File: src/rtl/game_pkg.sv
// Shared encodings for the match state: phases, characters, winners and the
// bit layout of the packed data word consumed by game_character_health.
package game_pkg;

  typedef enum logic [1:0] {
    PH_SELECT = 2'b00,
    PH_FIGHT  = 2'b01,
    PH_OVER   = 2'b10
  } phase_e;

  typedef enum logic [1:0] {
    MAGE     = 2'b00,
    GUNMAN   = 2'b01,
    SWORDMAN = 2'b10,
    FISTMAN  = 2'b11
  } char_e;

  typedef enum logic [1:0] {
    WIN_NONE = 2'b00,
    WIN_P1   = 2'b01,
    WIN_P2   = 2'b10,
    WIN_DRAW = 2'b11
  } winner_e;

  localparam int DATA_W        = 12;
  localparam int HEALTH_W      = 4;
  localparam int CHAR_W        = 2;
  localparam int P2_HEALTH_LSB = 0;
  localparam int P2_CHAR_LSB   = 4;
  localparam int P1_HEALTH_LSB = 6;
  localparam int P1_CHAR_LSB   = 10;

  // Health never wraps: damage larger than the remaining health lands on 0.
  function automatic logic [HEALTH_W-1:0] sat_sub(input logic [HEALTH_W-1:0] health,
                                                  input logic [1:0]          dmg);
    logic [HEALTH_W-1:0] dmg_ext;
    dmg_ext = {2'b00, dmg};
    return (health > dmg_ext) ? (health - dmg_ext) : '0;
  endfunction

  function automatic logic [DATA_W-1:0] pack_data(input char_e               p1_char,
                                                  input logic [HEALTH_W-1:0] p1_health,
                                                  input char_e               p2_char,
                                                  input logic [HEALTH_W-1:0] p2_health);
    logic [DATA_W-1:0] word;
    word = '0;
    word[P1_CHAR_LSB   +: CHAR_W]   = p1_char;
    word[P1_HEALTH_LSB +: HEALTH_W] = p1_health;
    word[P2_CHAR_LSB   +: CHAR_W]   = p2_char;
    word[P2_HEALTH_LSB +: HEALTH_W] = p2_health;
    return word;
  endfunction

endpackage

File: src/rtl/player_health_unit.sv
// One player's health register and hit cooldown. Hits are only considered
// while fight is high; restore puts the player back to a fresh-match state.
module player_health_unit
  import game_pkg::*;
#(
  parameter int MAX_HEALTH      = 10,
  parameter int COOLDOWN_CYCLES = 50_000_000
) (
  input  logic                clk,
  input  logic                reset,
  input  logic                fight,
  input  logic                restore,
  input  logic                hit,
  input  logic [1:0]          dmg,
  output logic [HEALTH_W-1:0] health,
  output logic                zero_next
);

  localparam int CNT_W = $clog2(COOLDOWN_CYCLES + 1);

  logic [HEALTH_W-1:0] health_q, health_d;
  logic [CNT_W-1:0]    cnt_q, cnt_d;
  logic                accept;

  // Loading COOLDOWN_CYCLES at the accept edge k keeps the counter nonzero
  // through edge k+COOLDOWN_CYCLES, so the next hit lands at k+COOLDOWN_CYCLES+1.
  always_comb begin
    accept   = fight && hit && (dmg != 2'b00) && (cnt_q == '0);
    health_d = health_q;
    cnt_d    = (cnt_q != '0) ? (cnt_q - CNT_W'(1)) : cnt_q;
    if (restore) begin
      health_d = HEALTH_W'(MAX_HEALTH);
      cnt_d    = '0;
    end else if (accept) begin
      health_d = sat_sub(health_q, dmg);
      cnt_d    = CNT_W'(COOLDOWN_CYCLES);
    end
    zero_next = fight && (health_d == '0);
  end

  always_ff @(posedge clk) begin
    if (!reset) begin
      health_q <= HEALTH_W'(MAX_HEALTH);
      cnt_q    <= '0;
    end else begin
      health_q <= health_d;
      cnt_q    <= cnt_d;
    end
  end

  assign health = health_q;

endmodule

File: src/rtl/game_state_tracker.sv
// Per-match state for two players: phase FSM, character latches, winner and
// the packed data word; health and cooldown live in player_health_unit.
module game_state_tracker
  import game_pkg::*;
#(
  parameter int MAX_HEALTH      = 10,
  parameter int COOLDOWN_CYCLES = 50_000_000
) (
  input  logic              clk,
  input  logic              reset,
  input  logic              start,
  input  logic [1:0]        p1_char_sel,
  input  logic [1:0]        p2_char_sel,
  input  logic              p1_hit,
  input  logic              p2_hit,
  input  logic [1:0]        p1_dmg,
  input  logic [1:0]        p2_dmg,
  output logic [DATA_W-1:0] data,
  output logic [1:0]        phase,
  output logic [1:0]        winner
);

  phase_e  phase_q, phase_d;
  winner_e winner_q, winner_d;
  char_e   p1_char_q, p1_char_d;
  char_e   p2_char_q, p2_char_d;

  logic                fight;
  logic                restore;
  logic                rematch;
  logic                p1_zero_next, p2_zero_next;
  logic [HEALTH_W-1:0] p1_health, p2_health;

  assign fight   = (phase_q == PH_FIGHT);
  assign restore = (phase_q == PH_SELECT) || rematch;

  player_health_unit #(
    .MAX_HEALTH      (MAX_HEALTH),
    .COOLDOWN_CYCLES (COOLDOWN_CYCLES)
  ) u_p1 (
    .clk       (clk),
    .reset     (reset),
    .fight     (fight),
    .restore   (restore),
    .hit       (p1_hit),
    .dmg       (p1_dmg),
    .health    (p1_health),
    .zero_next (p1_zero_next)
  );

  player_health_unit #(
    .MAX_HEALTH      (MAX_HEALTH),
    .COOLDOWN_CYCLES (COOLDOWN_CYCLES)
  ) u_p2 (
    .clk       (clk),
    .reset     (reset),
    .fight     (fight),
    .restore   (restore),
    .hit       (p2_hit),
    .dmg       (p2_dmg),
    .health    (p2_health),
    .zero_next (p2_zero_next)
  );

  always_comb begin
    phase_d   = phase_q;
    winner_d  = winner_q;
    p1_char_d = p1_char_q;
    p2_char_d = p2_char_q;
    rematch   = 1'b0;
    unique case (phase_q)
      PH_SELECT: begin
        p1_char_d = char_e'(p1_char_sel);
        p2_char_d = char_e'(p2_char_sel);
        if (start) phase_d = PH_FIGHT;
      end
      PH_FIGHT: begin
        // The zero flags map straight onto the winner code: only P2 down is P1's win.
        if (p1_zero_next || p2_zero_next) begin
          phase_d  = PH_OVER;
          winner_d = winner_e'({p1_zero_next, p2_zero_next});
        end
      end
      PH_OVER: begin
        if (start) begin
          phase_d  = PH_SELECT;
          winner_d = WIN_NONE;
          rematch  = 1'b1;
        end
      end
      default: begin
        phase_d  = PH_SELECT;
        winner_d = WIN_NONE;
      end
    endcase
  end

  always_ff @(posedge clk) begin
    if (!reset) begin
      phase_q   <= PH_SELECT;
      winner_q  <= WIN_NONE;
      p1_char_q <= MAGE;
      p2_char_q <= MAGE;
    end else begin
      phase_q   <= phase_d;
      winner_q  <= winner_d;
      p1_char_q <= p1_char_d;
      p2_char_q <= p2_char_d;
    end
  end

  assign data   = pack_data(p1_char_q, p1_health, p2_char_q, p2_health);
  assign phase  = phase_q;
  assign winner = winner_q;

endmodule

File: config.mk
export PLATFORM = sky130hd
export DESIGN_NAME = game_state_tracker
export DESIGN_NICKNAME = d
export VERILOG_FILES = /design/src/rtl/game_pkg.sv /design/src/rtl/player_health_unit.sv /design/src/rtl/game_state_tracker.sv
export SDC_FILE = /design/constraint.sdc
export NUM_CORES = 1
export LEC_CHECK = 0
export CAP_MARGIN = 20
export CORE_ASPECT_RATIO = 1.75
export CORE_MARGIN = 5
export CORE_UTILIZATION = 55
export DETAILED_ROUTE_END_ITERATION = 6
export PLACE_DENSITY = 0.76
export RECOVER_POWER = 100
export SYNTH_ARGS = -nofsm -noshare
export SYNTH_HDL_FRONTEND = slang
export SYNTH_SLANG_ARGS = --single-unit
File: constraint.sdc
create_clock -name clk -period 3.67 [get_ports clk]
set_input_delay 0.5505 -clock clk [delete_from_list [all_inputs] [get_ports clk]]
set_output_delay 0.5505 -clock clk [all_outputs]
set_load 0.005 [all_outputs]
---- Word-level counts from Yosys, hierarchy flattened ----
Cells that the tools add are included.
cells by class
  muxes and demuxes ....................... 18
  equal/unequal tests ..................... 5
  bitwise logic cells ..................... 2
  reductions and logical operators ........ 26
  add/subtract/negate cells ............... 4
  order comparisons ....................... 2
operator list
  kind                                                  count
  two-way mux 26 bit                                    4
  zero test 26 bit                                      2
  nonzero test 26 bit                                   2
  subtractor 26 x 1 -> 26 bit (second input constant)   2
  two-way mux 4 bit                                     6
  case mux 2 bit (3 select lines)                       2
  greater-than comparator 4 x 2 -> 1 bit                2
  logical AND 1 bit                                     8
  zero test 4 bit                                       2
  two-way mux 2 bit                                     4
  nonzero test 2 bit                                    4
  subtractor 4 x 2 -> 4 bit                             2
  != test 2 bit (second input constant)                 3
  AND reduction 3 bit                                   2
  OR reduction 3 bit                                    2
  equality test 2 x 1 -> 1 bit (second input constant)  1
  equality test 2 bit (second input constant)           1
  zero test 2 bit                                       1
  logical OR 1 bit                                      2
  two-way mux 1 bit                                     2
  inverter 1 bit                                        2
  OR reduction 2 bit                                    1
word-level totals
  output and inout bits ................... 16
  input port bits ......................... 13
  bits in registers ....................... 68

---- Longest topological paths before layout ----
Gate-level depths: netlist of run 1.
  depth after elaboration ................. 11
  gate-level depth with buffers ........... 10
  mapped depth without buffers ............ 9

---- Hierarchy ----
Synthesis of run 1 repeated with hierarchy kept, for this count alone.
unflattened totals
  cells, all modules ...................... 417
  area, all modules ....................... 3,817.4 um2
modules (own cells, without submodules)
  module              cells each  instances  area an instance (um2)
  player_health_unit  189         2          1,725.4
  game_state_tracker  39          1          366.6

---- Worst setup path after synthesis of run 1 ----
OpenSTA, ideal clock, no wires.
  path type ............................... register to register
  from .................................... reg u_p1.cnt_q[14]
  to ...................................... reg phase_q[1], in the netlist phase[1]
  stages on the path, launching flop included .. 7
  data required time ...................... 3.550 ns
  slack ................................... 1.070 ns
  library setup time ...................... 0.120 ns
  period minus slack after synthesis ...... 2.600 ns
  path buffers ............................ 0
  arrival ................................. 2.480 ns
  cell sequence ........................... dfxtp_1 > or4_1 > or3_1 > nor4_4 > mux2_1 > and4_1 > o31a_1
on the way
  cells in the longest elaborated chain, start to end .. 9
ends and longest elaborated chain
  what                                  RTL line                   RTL
  from (decl)                           player_health_unit.sv:22   logic [CNT_W-1:0] cnt_q, cnt_d;
  from (signal assigned)                player_health_unit.sv:47   cnt_q <= cnt_d;
  zero test 26 bit                      player_health_unit.sv:28   accept = fight && hit && (dmg != 2'b00) && (cnt_q == '0);
  logical AND 1 bit                     player_health_unit.sv:28
  two-way mux 4 bit                     player_health_unit.sv:34   end else if (accept) begin
  two-way mux 4 bit                     player_health_unit.sv:31   if (restore) begin
  zero test 4 bit                       player_health_unit.sv:38   zero_next = fight && (health_d == '0);
  logical AND 1 bit                     player_health_unit.sv:38
  logical OR 1 bit                      game_state_tracker.sv:79   if (p1_zero_next || p2_zero_next) begin
  != test 2 bit (no source line)        --
  AND reduction 3 bit (no source line)  --
  to (signal assigned)                  game_state_tracker.sv:105  phase_q <= phase_d;
  to (decl)                             game_state_tracker.sv:23   phase_e phase_q, phase_d;
No other way between the ends.
A chain may end at the register's enable or synchronous reset.

---- Worst setup path in the final report of run 1 ----
  from .................................... reg u_p2.cnt_q[14]
  to ...................................... reg u_p2.cnt_q[25]
on the way
  cells in the longest elaborated chain, start to end .. 3
  elaborated cells between the ends (all ways) .. 7
ends and longest elaborated chain
  what                                                                    RTL line
  from (decl)                                                             player_health_unit.sv:22
  from (signal assigned)                                                  player_health_unit.sv:47
  subtractor 26 x 1 -> 26 bit / zero test 26 bit (equally long branches)  player_health_unit.sv:30, player_health_unit.sv:28
  two-way mux 26 bit / logical AND 1 bit (equally long branches)          player_health_unit.sv:30, player_health_unit.sv:28
  two-way mux 26 bit / nonzero test 2 bit (equally long branches)         --
Several ways; a longest one is shown, not always the timed one. The select of a mux whose other input is x is not followed.

==> metrics.txt, run 1 <==
status=completed; via count=between 2000 and 3000; Worst setup SP type=flop; Worst path max stage delay=about 640 ps; Seq/Total Area, Yosys=between 40% and 50%; GRT Residual Overflow=0; FMAX=between 0.3 and 0.4 GHz; routed len/inst=between 15 and 20 um; CTS max path bufs=2; Ports=29; slew of the pin with the lowest slew margin=846 ps; die height=114 um; clock tree sinks=between 60 and 70; HPWL Detailed=between 5000 and 6000 um; Root Driver=clkbuf_8; worst-path cell chain=or4_1, or4_1, nor4_4, clkbuf_1, a211oi_1, a311oi_1; kind of critical path=flop to flop; fin nets=438; largest net degree at the start of global routing=27; post-synth cell types=51; Pins Over Slew Limit=0; Mapped Area=approximately 3400 um^2; crit end category=flop; CP Max Fanout=11; average cell area after synthesis=between 8 and 9 um^2; total CTS buffers=9; post-layout minimum cycle time=~3000 ps; initial antenna violation count=0; crit share post-route=82.0%; row count=38; post-cts resize count=0; top-count cell post-synth=dfxtp_1; Die X=69.3 um; area of the die=7890 um^2; WP data required=between 3000 and 4000 ps; Detailed Routing Iterations Pass 1=4; worst hold endpoint=p1_char_q[1]; most used cell, CP=or4_1; fillcell total=roughly 570; type of the most critical hold path=flop to flop; initial drt markers=~120; DRT antenna net count=0; first-pass GRT wire length=13200 um; hold_buf cts=0; clk slew on worst S/H paths=~70 ps; Worst R2R Start=u_p2.cnt_q[14]; CTS tree=done; Fin. Hold Viols=0; Placer Congestion=approximately 0.8; worst r2r path cells=6; total core area=roughly 6100 um^2; Post-synth top cells=68 x dfxtp_1, 52 x nor2_1, 29 x nor3_1; DRC=0; drt via density=roughly 6.0; number of global-route vias before repair=roughly 3000; arrival time at the worst endpoint=between 3000 and 4000 ps; Main synth FF type=dfxtp_1; buffers and inverters on the worst path=1; Post-Syn Instances=between 300 and 400; CTS HTree Levels=3; Area growth syn-to-layout=15.8%; gr usage total=about a fifth; Post-synth EDFFs=0; Initial Utilization=between 50% and 60%; # diodes=0; Routed WL=between 7000 and 8000 um; Max-slew headroom=43.3%; FF-to-FF End=u_p2.cnt_q[25]; crit path launch=u_p2.cnt_q[14]; Synth async-reset ratio=0%; postcts setup bufs=0; leading area contributor after synthesis=dfxtp_1; R2R Setup Slk=approximately 660 ps; Synth Register Bits=between 60 and 70; ranking of synthesized cells by area=dfxtp_1 40%, nor2_1 5.8%, a211oi_1 4.7%; Worst Skew=9.37 ps; Fin Setup TNS=0 ps; Hold Path Cell Cnt=2; YS warnings=0; clk_lat worst skew=about 350 ps; Port Buffers=28; syn_nets=410; crit-path leading delay family=simple AND/OR/NAND/NOR gates; worst hold path startpoint=p1_char_q[1]; endpoints failing setup=0; max-cap violations=0; unrepaired setup endpoints after global routing=no; Synth top area share=approximately 40%; Slowest cell on crit path=or4_1; share of layout cells above drive strength 1=between 5 and 6%
## cells in the final DEF, fill, tap and decap left out, types with 2 or more instances in the layout
cell	n
nand2_1	19
nand3_1	11
a311oi_1	9
clkbuf_1	5
o2111ai_1	3
mux2_2	2
nand4b_1	6
o211ai_1	5
nor4_1	16
dfxtp_1	68
a21oi_1	15
o21a_1	2
clkdlybuf4s50_1	11
nand2b_1	4
or4_1	5
clkinv_2	2
nor2_1	52
o21ai_0	10
nor2b_1	5
a21boi_0	4
inv_1	13
clkbuf_8	9
nor3_1	29
mux2i_1	5
buf_4	2
xnor2_1	11
o2bb2ai_1	2
dlygate4sd3_1	17
xor2_1	9
ha_1	8
o21ai_2	2
fa_1	2
a211oi_1	21
or3_1	10
bufinv_16	3
a21o_1	2
## flip-flops by register name, indices dropped and copies added (netlist names)
name / count
p1_char_q: 2
p2_char_q: 2
phase: 2
u_p1.cnt_q: 26
u_p1.health: 4
u_p2.cnt_q: 26
u_p2.health: 4
winner: 2
## metrics by stage
stage	instance area, um^2	utilization (%)	worst slack [ps]	hold slack, ps	instances
final	3920	64.5	660	482	500
after global routing	3920	64.5	372	511	500
after CTS	3970	65.2	779	485	500
after detailed placement	3730	61.3	704	472	484
after global placement	3730	61.3	754	462	484
after floorplan	3390	-	1070	444	387
## layout make-up
type                       count  area [um^2]  share of cell area (%)
sequential                    68         1360                    34.7
timing repair buffer          33          307                    7.81
clock buffer                  11          131                    3.35
inverter                      13         48.8                    1.24
tap                           80          100                    2.55
clock inverter                 5          100                    2.55
multi-input combinational    290         1870                    47.8
## logic make-up (layout without fill, tap and decap cells)
family          count (synthesis)  in the layout  share of synthesized area (%)
compound gates                 82             82                           17.1
buf+inv                        29             62                           3.66
mux                             8              8                           2.48
xor+xnor                       20             20                           5.17
flops                          68             68                           40.2
simple gates                  170            170                           27.3
fa+ha+maj                      10             10                           4.14
## per-layer routing
metal	part of all wire (%)	GRT usage (%)	wire length, um
met2	54	39.3	4170
met3	2.6	2.73	202
met4	2.7	12.5	204
met1	40	20.5	3070
met5	0	0	0
## worst register-to-register path, delay by kind of cell (launching register included)
| kind | cells | cell delay (ps) |
|---|---|---|
| flip-flops | 1 | 350 |
| buffers and inverters | 1 | 440 |
| AO/OA/AOI/OAI | 2 | 370 |
| AND/OR/NAND/NOR | 3 | 1770 |
## worst max-delay path by stage
stage / endpoint / cells after the start / slack [ps]
final: u_p2.cnt_q[25] / 6 / 660
after global routing: u_p2.cnt_q[25] / 6 / 370
after CTS: u_p2.cnt_q[6] / 5 / 780
after detailed placement: phase[1] / 9 / 700
after global placement: phase[1] / 9 / 750
after floorplan: phase[1] / 6 / 1070
Power of run 1 is not shown: default switching activity piles up to over one toggle a cycle in this logic, so the estimate is an artifact.
==> run 2, diff against run 1 <==
- clock period: 3.67 -> 2.86 ns (I/O delays scaled with it)
==> run 2 against run 1 <==
Compared with the run above:
- sequential share of layout area fell by 1.1 points
- count of clock-buffer cells in the layout down 2
- wire length increased by 0.29%
- critical path type unchanged
- highest routed layer unchanged
==> metrics.txt, run 2 (synthesis gave the netlist of run 1 again) <==
share of layout cells above drive strength 1=8.99% (+3.0 points); Ports=29 (unchanged); status=completed; hold_buf cts=0 (unchanged); max-cap violations=0 (unchanged); gr usage total=20.8% (+0.28 points); CTS tree=done; routed len/inst=14.9 um (-2.4%); Routed WL=7670 um (+0.29%); endpoints failing setup=0 (unchanged); slew of the pin with the lowest slew margin=593 ps (-253 ps); crit share post-route=95.8% (+14 points); Die X=69.3 um (unchanged); GRT Residual Overflow=0 (unchanged); clk_lat worst skew=350 ps (about the same); Max-slew headroom=60.1% (+17 points); total CTS buffers=9 (unchanged); DRT antenna net count=0 (unchanged); Worst setup SP type=flop; CTS HTree Levels=3 (unchanged); clk slew on worst S/H paths=70 ps (about the same); most frequent cells in the layout=68 x dfxtp_1, 52 x nor2_1, 29 x nor3_1, 21 x a211oi_1, 19 x nand2_1; initial antenna violation count=0 (unchanged); Pins Over Slew Limit=0 (unchanged); arrival time at the worst endpoint=3030 ps (-240 ps); kind of critical path=flop to flop; HPWL Detailed=5570 um (+0.55%); FMAX=0.365 GHz (+9.9%); commonest non-fill, non-tap cell in the layout=dfxtp_1; postcts setup bufs=0 (unchanged); via count=3022 (+1.5%); Root Driver=clkbuf_8; CTS max path bufs=2 (unchanged); row count=38 (unchanged); largest net degree at the start of global routing=27 (unchanged); type of the most critical hold path=flop to flop; post-layout minimum cycle time=2740 ps (-272 ps); drt via density=5.88 (-1.2%); Initial Utilization=55.7% (unchanged); Top Registers=u_p1.cnt_q: 26 flops, u_p2.cnt_q: 26 flops; fin nets=452 (+3.2%); Port Buffers=28 (unchanged); first-pass GRT wire length=13100 um (-0.68%); clock tree sinks=68 (unchanged); unrepaired setup endpoints after global routing=no; post-cts resize count=0 (unchanged); DRC=0 (unchanged); area of the die=7890 um^2 (unchanged); die height=114 um (unchanged); WP data required=3150 ps (-780 ps); Area growth syn-to-layout=19.6%; crit end category=flop; Fin Setup TNS=0 ps (unchanged); Placer Congestion=0.774 (-3.2%); initial drt markers=169 (+47%); Detailed Routing Iterations Pass 1=4 (unchanged); CP Max Fanout=6 (-5); # diodes=0 (unchanged); total core area=6090 um^2 (unchanged); Fin. Hold Viols=0 (unchanged); number of global-route vias before repair=3002 (-0.13%); Worst Skew=7.15 ps (-2.22 ps)
## run 2: worst paths after layout
kind / from / end / slack (ps) / cells after the start
setup / recovery: u_p2.cnt_q[14] / phase[1] / 120 / 6
hold / removal: winner[0] / winner[0] / 480 / 2
setup reg to reg: u_p2.cnt_q[14] / phase[1] / 120 / 6
hold reg to reg: winner[0] / winner[0] / 480 / 2
## run 2: layer usage
layer  vias to the layer above  global-route usage [%]  share of wire (%)  wire length (um)
li1                       1516                       -                  -                 -
met1                      1442                    20.1                 38              2940
met2                        48                    39.6                 56              4300
met3                        16                    5.20                3.0               231
met4                         0                    11.3                2.6               202
met5                         -                       0                  0                 0
## run 2: worst max-delay path, cell delays in order, from the launching register on
cell and delay [ps]:
dfxtp_1 360, or4_4 570, or4_1 560, nor4_1 380, mux2i_1 250, a21boi_1 370
o31a_1 190
## run 2: metrics by stage
step | util, % | setup WS, ps | cells | cell area (um^2) | hold slack (ps)
after CTS | 67.2 | 162 | 514 | 4090 | 482
after global placement | 63.3 | 61.9 | 498 | 3850 | 458
after detailed placement | 63.3 | 8.99 | 498 | 3850 | 468
after floorplan | - | 260 | 387 | 3390 | 444
after global routing | 66.6 | 30.5 | 514 | 4050 | 502
final | 66.6 | 121 | 514 | 4050 | 476
## run 2: final cells by class
cell class	count	area, um^2
multi-input cells	290	1890
fillers	563	2030
well taps	80	100
repair buffers	47	410
inverters	13	48.8
flip-flops and latches	68	1360
clock buffers	9	124
clock inverters	7	115
Power of run 2 is left out for the same reason.
==> run 3, diff against run 2 <==
- CORE_ASPECT_RATIO: 1.75 -> unset
- clock period: 2.86 -> 3.1 ns (I/O delays scaled with it)
==> run 3 against run 2 <==
Compared with the run above:
- cell area decreased by 2.9%
- first-iteration DRC count decreased by 12%
- non-clock buffer count decreased by 7
- maximum frequency decreased by 5.0%
- wire length decreased by 5.1%
- worst hold slack improved by 8.3 ps
- sequential share of layout area increased by 1.0 points
- die area decreased by 0.78%
- cell count decreased by 2.3%
- flip-flop and latch count unchanged
==> metrics.txt, run 3 (synthesis gave the netlist of run 1 again) <==
status=completed; Initial Utilization=56.9% (+1.2 points); crit end category=flop; DP Worst Slack=193 ps (+184 ps); Top Registers=u_p1.cnt_q: 26 flops, u_p2.cnt_q: 26 flops; commonest non-fill, non-tap cell in the layout=dfxtp_1; drt via density=5.91 (+0.53%); arrival time at the worst endpoint=3150 ps (+120 ps); WP data required=3370 ps (+220 ps); endpoints failing setup=0 (unchanged); first-pass GRT wire length=12800 um (-2.6%); Fin. Hold Viols=0 (unchanged); FMAX=0.347 GHz (-5.0%); CP Max Fanout=13 (+7); via count=2967 (-1.8%); gr usage total=20.6% (-0.17 points); CTS tree=done; max-cap violations=0 (unchanged); Worst Skew=9.52 ps (+2.37 ps); CTS max path bufs=2 (unchanged); DRC=0 (unchanged); largest net degree at the start of global routing=30 (+11%); routed len/inst=14.5 um (-2.9%); clock tree sinks=68 (unchanged); type of the most critical hold path=flop to flop; Port Buffers=28 (unchanged); area of the die=7830 um^2 (-0.78%); Detailed Routing Iterations Pass 1=4 (unchanged); Root Driver=clkbuf_8; clk_lat worst skew=330 ps (-20 ps); row count=28 (-26%); Ports=29 (unchanged); HPWL Detailed=5090 um (-8.8%); Placer Congestion=0.902 (+17%); slew of the pin with the lowest slew margin=650 ps (+57.1 ps); crit share post-route=93.0% (-2.7 points); fin nets=445 (-1.5%); final setup margin=216 ps (+94.7 ps); share of layout cells above drive strength 1=7.73% (-1.3 points); total core area=5960 um^2 (-2.1%); post-layout minimum cycle time=2880 ps (+145 ps); DRT antenna net count=0 (unchanged); Routed WL=7280 um (-5.1%); clk slew on worst S/H paths=70 ps (about the same); unrepaired setup endpoints after global routing=no; most frequent cells in the layout=68 x dfxtp_1, 52 x nor2_1, 29 x nor3_1, 21 x a211oi_1, 19 x nand2_1; Pins Over Slew Limit=0 (unchanged); Fin Setup TNS=0 ps (unchanged); total CTS buffers=9 (unchanged); initial antenna violation count=0 (unchanged); # diodes=0 (unchanged); number of global-route vias before repair=2792 (-7.0%); CTS HTree Levels=3 (unchanged); Area growth syn-to-layout=16.1%; initial drt markers=148 (-12%); postcts setup bufs=0 (unchanged); Die X=88.5 um (+28%); hold_buf cts=0 (unchanged); die height=88.5 um (-22%); Worst setup SP type=flop; worst r2r path cells=7 (+1); Max-slew headroom=56.6% (-3.4 points); GRT Residual Overflow=0 (unchanged); kind of critical path=flop to flop; Hold Path Cell Cnt=2 (unchanged); post-cts resize count=0 (unchanged)
==> run 3: area by class of cell <==
class,count,area [um^2]
Multi-Input combinational cell,290,1880
Clock buffer,11,151
Timing Repair Buffer,40,347
Inverter,13,48.8
Sequential cell,68,1360
Tap cell,75,93.8
Clock inverter,5,50.0
Fill cell,522,2020
==> run 3: metal layers <==
| metal | track usage (%) | vias up | wire (um) |
|---|---|---|---|
| met5 | 0 | - | 0 |
| met4 | 9.07 | 0 | 167 |
| met3 | 4.38 | 16 | 354 |
| met2 | 31.9 | 63 | 3310 |
| met1 | 27.8 | 1389 | 3450 |
| li1 | - | 1499 | - |
==> run 3: worst paths after layout <==
kind | startpoint | end | slack, ps
worst max-delay path | u_p1.cnt_q[14] | u_p1.cnt_q[22] | 220
worst min-delay path | winner[1] | winner[1] | 480
worst max register to register | u_p1.cnt_q[14] | u_p1.cnt_q[22] | 220
worst min register to register | winner[1] | winner[1] | 480
==> run 3: worst max-delay path: stages (launching register included) <==
cell,delay [ps]
dfxtp_1,350
or4_1,600
or3_1,390
nor4_1,490
clkbuf_1,560
nor2_1,70
mux2_2,280
nor2_1,80
==> run 3: through the flow <==
stage | util (%) | cell area, um^2 | hold slack [ps] | std cells
global placement | 63.5 | 3780 | 460 | 486
global route | 66.0 | 3930 | 506 | 502
CTS | 66.8 | 3980 | 477 | 502
finish | 66.0 | 3930 | 485 | 502
detailed placement | 63.5 | 3780 | 465 | 486
floorplan | - | 3390 | 444 | 387
Power of run 3 is left out for the same reason.
